File: config.mk
export PLATFORM = sky130hd
export DESIGN_NAME = fpu_arbiter
export DESIGN_NICKNAME = d
export VERILOG_FILES = /design/src/rtl/fpu_arbiter.sv
export SDC_FILE = /design/constraint.sdc
export NUM_CORES = 1
export LEC_CHECK = 0
export CORE_AREA = 3 3 159 161
export DETAILED_ROUTE_END_ITERATION = 10
export DIE_AREA = 0 0 162 164
export HOLD_SLACK_MARGIN = 0.06
export MAX_ROUTING_LAYER = met4
export SYNTH_ARGS = -nofsm -noshare
export SYNTH_HDL_FRONTEND = slang
export SYNTH_SLANG_ARGS = --single-unit
File: constraint.sdc
create_clock -name clk -period 4.1 [get_ports clk]
set_input_delay 0.615 -clock clk [delete_from_list [all_inputs] [get_ports clk]]
set_output_delay 0.615 -clock clk [all_outputs]
set_load 0.02 [all_outputs]
File: src/rtl/fpu_arbiter.sv
// fpu_arbiter: round-robin sharing of one multicycle fpu between N_REQ requesters.
// A grant latches the requester's funct/a/b onto the fpu inputs and holds them
// until the rising edge of fpu_finish, then the result goes back to that requester.
// Optional build macro FPU_ARB_TIMEOUT_EN adds a BUSY-cycle timeout that returns
// a qNaN with rsp_err=1; without it BUSY waits indefinitely and rsp_err is 0.
//
// state | meaning
// IDLE  | arbitrate; a grant pulses req_ready and latches operands
// ISSUE | one cycle for the fpu to see the new operands; finish edges ignored
// BUSY  | wait for a finish rising edge (or timeout when enabled)
// DONE  | one-cycle rsp_valid to the granted requester
module fpu_arbiter #(
    parameter int N_REQ          = 4,
    parameter int TIMEOUT_CYCLES = 64
) (
    input  logic                  clk,
    input  logic                  rst_n,
    input  logic [N_REQ-1:0]      req_valid,
    output logic [N_REQ-1:0]      req_ready,
    input  logic [2*N_REQ-1:0]    req_funct,
    input  logic [32*N_REQ-1:0]   req_a,
    input  logic [32*N_REQ-1:0]   req_b,
    output logic [N_REQ-1:0]      rsp_valid,
    output logic [31:0]           rsp_data,
    output logic                  rsp_err,
    output logic [1:0]            fpu_funct,
    output logic [31:0]           fpu_a,
    output logic [31:0]           fpu_b,
    input  logic [31:0]           fpu_o,
    input  logic                  fpu_finish
);
    localparam int IDX_W = (N_REQ > 1) ? $clog2(N_REQ) : 1;

    if (N_REQ < 2 || N_REQ > 8 || TIMEOUT_CYCLES < 1 || TIMEOUT_CYCLES > 65536) begin : g_param_check
        $error("fpu_arbiter: parameter out of range");
    end

    typedef enum logic [1:0] {S_IDLE, S_ISSUE, S_BUSY, S_DONE} state_t;

    state_t            state_q, state_d;
    logic [IDX_W-1:0]  rr_q, rr_d;
    logic              finish_q;
    logic [1:0]        funct_q, funct_d;
    logic [31:0]       a_q, a_d;
    logic [31:0]       b_q, b_d;
    logic [31:0]       data_q, data_d;
    logic              fin_edge;
    logic              grant_vld;
    logic [IDX_W-1:0]  grant_idx;
    logic [IDX_W-1:0]  cand;
    logic [1:0]        sel_funct;
    logic [31:0]       sel_a;
    logic [31:0]       sel_b;

`ifdef FPU_ARB_TIMEOUT_EN
    localparam logic [15:0] TMO_LOAD = 16'(TIMEOUT_CYCLES - 1);
    localparam logic [31:0] QNAN     = 32'h7FC0_0000;
    logic              err_q, err_d;
    logic [15:0]       tmo_q, tmo_d;
    assign rsp_err = err_q;
`else
    assign rsp_err = 1'b0;
`endif

    assign fin_edge  = fpu_finish & ~finish_q;
    assign fpu_funct = funct_q;
    assign fpu_a     = a_q;
    assign fpu_b     = b_q;
    assign rsp_data  = data_q;

    // Round-robin search: first set request starting one past the last grant.
    always_comb begin
        grant_vld = 1'b0;
        grant_idx = rr_q;
        cand      = '0;
        for (int i = 1; i <= N_REQ; i++) begin
            cand = IDX_W'((int'(rr_q) + i) % N_REQ);
            if (!grant_vld && req_valid[cand]) begin
                grant_vld = 1'b1;
                grant_idx = cand;
            end
        end
    end

    // Mux the winning requester's operation and operands.
    always_comb begin
        sel_funct = '0;
        sel_a     = '0;
        sel_b     = '0;
        for (int j = 0; j < N_REQ; j++) begin
            if (grant_idx == IDX_W'(j)) begin
                sel_funct = req_funct[2*j +: 2];
                sel_a     = req_a[32*j +: 32];
                sel_b     = req_b[32*j +: 32];
            end
        end
    end

    // One-hot strobes; req_ready is held off while reset is asserted.
    always_comb begin
        req_ready = '0;
        rsp_valid = '0;
        for (int j = 0; j < N_REQ; j++) begin
            req_ready[j] = rst_n && (state_q == S_IDLE) && grant_vld && (grant_idx == IDX_W'(j));
            rsp_valid[j] = (state_q == S_DONE) && (rr_q == IDX_W'(j));
        end
    end

    // Next-state and datapath updates.
    always_comb begin
        state_d = state_q;
        rr_d    = rr_q;
        funct_d = funct_q;
        a_d     = a_q;
        b_d     = b_q;
        data_d  = data_q;
`ifdef FPU_ARB_TIMEOUT_EN
        err_d   = err_q;
        tmo_d   = tmo_q;
`endif
        case (state_q)
            S_IDLE: begin
                if (grant_vld) begin
                    rr_d    = grant_idx;
                    funct_d = sel_funct;
                    a_d     = sel_a;
                    b_d     = sel_b;
                    state_d = S_ISSUE;
                end
            end
            S_ISSUE: begin
`ifdef FPU_ARB_TIMEOUT_EN
                tmo_d   = TMO_LOAD;
`endif
                state_d = S_BUSY;
            end
            S_BUSY: begin
                if (fin_edge) begin
                    data_d  = fpu_o;
`ifdef FPU_ARB_TIMEOUT_EN
                    err_d   = 1'b0;
`endif
                    state_d = S_DONE;
                end
`ifdef FPU_ARB_TIMEOUT_EN
                else if (tmo_q == 16'd0) begin
                    data_d  = QNAN;
                    err_d   = 1'b1;
                    state_d = S_DONE;
                end else begin
                    tmo_d = tmo_q - 16'd1;
                end
`endif
            end
            S_DONE:  state_d = S_IDLE;
            default: state_d = S_IDLE;
        endcase
    end

    // State and datapath registers; reset discards any in-flight op.
    always_ff @(posedge clk or negedge rst_n) begin
        if (!rst_n) begin
            state_q  <= S_IDLE;
            rr_q     <= IDX_W'(N_REQ - 1);
            finish_q <= 1'b0;
            funct_q  <= '0;
            a_q      <= '0;
            b_q      <= '0;
            data_q   <= '0;
`ifdef FPU_ARB_TIMEOUT_EN
            err_q    <= 1'b0;
            tmo_q    <= '0;
`endif
        end else begin
            state_q  <= state_d;
            rr_q     <= rr_d;
            finish_q <= fpu_finish;
            funct_q  <= funct_d;
            a_q      <= a_d;
            b_q      <= b_d;
            data_q   <= data_d;
`ifdef FPU_ARB_TIMEOUT_EN
            err_q    <= err_d;
            tmo_q    <= tmo_d;
`endif
        end
    end

endmodule

==> summary.txt <==
Power and ir drop
  – Static Leak: between 4 and 5 nW
  – Seq pwr share: 21.3%
  – Max VDD drop: around 450 uV
  – Sw Share: 43.9%
  – Internal power: between 4 and 5 mW
  – P_sw: roughly 3.8 mW
  – Clock power share: 10.9%
  – Total power: 8.58 mW
  – Combinational share of power: approximately 68%
  – Pwr/cell area: 795 nW/um^2

Finish
  – Final nets: around 1,200
  – Layout Cells excl Fill: ~1,200
  – Final Util: between 40% and 50%
  – Register Area: 2580 um^2
  – Layout fillers: 2,382
  – P&R area growth vs syn: 78.4%
  – Fraction of layout cells with a size suffix above 1: 12.2%
  – Multi-input logic area: about 3200 um^2
  – Fin area: ~11,000 um^2

STA
  – Worst rel slew slack: 42.5%
  – Clock skew: 0.00826 ns
  – Minimum clock period: ~4.0 ns
  – Peak Freq: between 200 and 300 MHz
  – Setup ws final: 0.149 ns
  – TNS Setup: 0 ns
  – Tcrit/Tclk final: 96.4%
  – Unrepaired setup endpoints after global routing: false
  – Tightest Pin Transition: 0.862 ns
  – Final hold slack: 0.0893 ns
  – Final Hold Fails: 0
  – Final setup violation count: 0
  – Slew Limit Fails: 0

Place
  – Placed Cells incl. Taps: ~1,200
  – Post-Place Cell Area: 10,500 um^2
  – Post-DP HPWL: 18,700 um
  – Port bufs: 408
  – GPL Wtd Cong: 0.840
  – Place WS: 0.237 ns

Global route
  – First-pass GRT wire length: 35,400 um
  – Largest net degree at the start of global routing: 69
  – Vias in the first global route: 5,945
  – Gr ovfl total: 0
  – Initial antenna violation count: 1
  – GRT Util Overall: 17.9%

Detailed routing
  – WL/cell: 19.8 um
  – Vias: 5,694
  – Post-DRT Antenna Nets: 0
  – DRT iter0 DRCs: around 340
  – Final WL: 24,500 um
  – Residual DRC: 0
  – Vias per inst: 4.62
  – Drt pass-1 iters: 5

Floorplan
  – # IOs: 410
  – Starting Density: between 20% and 30%
  – Full die area: 26,600 um^2
  – Row count: 57
  – Core box area: 24,100 um^2
  – Die width: 162 um
  – Die Y: about 160 um

Clock tree
  – TritonCTS Sinks: 103
  – H-tree levels: 3
  – Worst skew pair latency: 0.35 ns
  – Post-CTS Setup Bufs: 0
  – CTS Buffer Depth: 2
  – Hold Buf Count CTS: 0
  – Worst-path clk slew: 0.08 ns
  – CTS tree: built
  – CTS resizes: 3
  – CTS root buf: clkbuf_16
  – CTS buffer count: 9

Yosys
  – Post-synthesis cell type count: 41
  – Synth Register Bits: 103
  – Synth warn: 0
  – Most common cell in the netlist: mux2i_1
  – Most frequent cells after synthesis: mux2i_1 (136), dfrtp_1 (101), nand2_1 (74), o221ai_1 (37), mux2_2 (35)
  – Syn Nets: 824
  – Area leader, netlist: dfrtp_1
  – Seq/Total Area, Yosys: 42.6%
  – Ranking of synthesized cells by area: dfrtp_1 (42%), mux2i_1 (22%), o221ai_2 (7.2%)
  – Async SR Flop Fraction: between 90% and 100%
  – Syn_area_per_cell: 11.8 um^2
  – Synth Instances: 513
  – Synth top area share: 41.8%
  – Number of synthesized flops with an enable pin: 0
  – Top_reg_cell synth: dfrtp_1
  – Synthesized area: ~6100 um^2

Critical path
  – CP startpoint kind: register
  – Critical Path AT: ~3.3 ns
  – Crit path max fanout: 9
  – Crit. End Element: output port
  – Worst R2R Start: rr_q[1]$_DFFE_PN1P_
  – Worst endpoint required time: approximately 3.5 ns
  – Worst reg2reg path depth: 10
  – Critical setup path kind: register to output port
  – Beginning of the critical path: rr_q[1]$_DFFE_PN1P_

Worst hold path
  – HP Class: input port to asynchronous set/reset pin

Run status
  – Outcome: finished, final reports clean

Flow run
  – Total of max-cap violations: 0
## worst paths after layout
kind	endpoint	slack, ns
setup / recovery	req_ready[2]	0.15
hold / removal	fpu_a[28]$_DFFE_PN0P_	0.09
setup reg to reg	fpu_a[3]$_DFFE_PN0P_	0.56
hold reg to reg	fpu_b[31]$_DFFE_PN0P_	0.49
max in group asynchronous	fpu_a[0]$_DFFE_PN0P_	2.99
min in group clk	fpu_b[31]$_DFFE_PN0P_	0.49
## power groups by stage
stage	clock, mW	combinational (mW)	sequential [mW]
after floorplan	0	3.24	2.40
after global placement	0	5.86	1.83
after detailed placement	0	5.89	1.84
after CTS	0.981	5.90	1.83
after global routing	1.01	6.26	1.89
final	0.937	5.82	1.83
## state kept, by name, summed over array words and instances, names as in the netlist
| signal | cells |
|---|---|
| finish_q | 1 |
| fpu_a | 32 |
| fpu_b | 32 |
| fpu_funct | 2 |
| rr_q | 2 |
| rsp_data | 32 |
| state_q | 2 |
## area by class of cell
cell class	instances	share of cell area (%)
Clock inverter	7	0.811
Clock buffer	9	2.09
Inverter	6	0.209
Multi-Input combinational cell	361	30.0
Sequential cell	103	23.9
Antenna cell	1	0.0232
Tap cell	324	3.75
Timing Repair Buffer	422	39.2
## per-layer routing
metal | wire length, um | vias up | GRT usage (%)
li1 | - | 2715 | -
met1 | 9830 | 2711 | 20.8
met2 | 12200 | 258 | 30.5
met3 | 2230 | 10 | 6.13
met4 | 172 | 0 | 3.10
met5 | 0 | - | -
## cells by family after synthesis
group,share of synthesized area [%]
buf+inv,4.51
other cells,0.0619
compound gates,15.2
mux,29.4
simple gates,6.63
flops,42.6
fa+ha+maj,1.65
## worst max-delay path, cell delays in order, from the launching register on
cell             delay [ns]
dfstp_2                0.66
inv_1                  0.15
ha_4                   0.36
inv_2                  0.06
a221oi_2               0.34
o2111ai_1              0.17
and3_1                 0.23
or2_2                  0.31
and3_1                 0.17
clkdlybuf4s50_1        0.55
## cell usage in the layout, fill, tap and decap left out, types with 2 or more instances in the layout
| cell type | instances |
|---|---|
| nand2_1 | 74 |
| inv_1 | 4 |
| inv_6 | 2 |
| buf_4 | 11 |
| clkbuf_16 | 9 |
| nor3_1 | 3 |
| o211ai_2 | 2 |
| and2_1 | 4 |
| dfrtp_1 | 101 |
| o221ai_1 | 37 |
| clkdlybuf4s50_1 | 405 |
| nand2b_1 | 2 |
| mux2_2 | 35 |
| dfstp_2 | 2 |
| o221ai_2 | 29 |
| inv_2 | 2 |
| ha_1 | 7 |
| inv_8 | 2 |
| mux2i_1 | 136 |
| clkinv_4 | 2 |
| dlygate4sd2_1 | 2 |
| buf_12 | 4 |
| nor2_1 | 4 |
| and3_1 | 3 |
| o21ai_0 | 4 |
(Power assumes the default switching activity.)
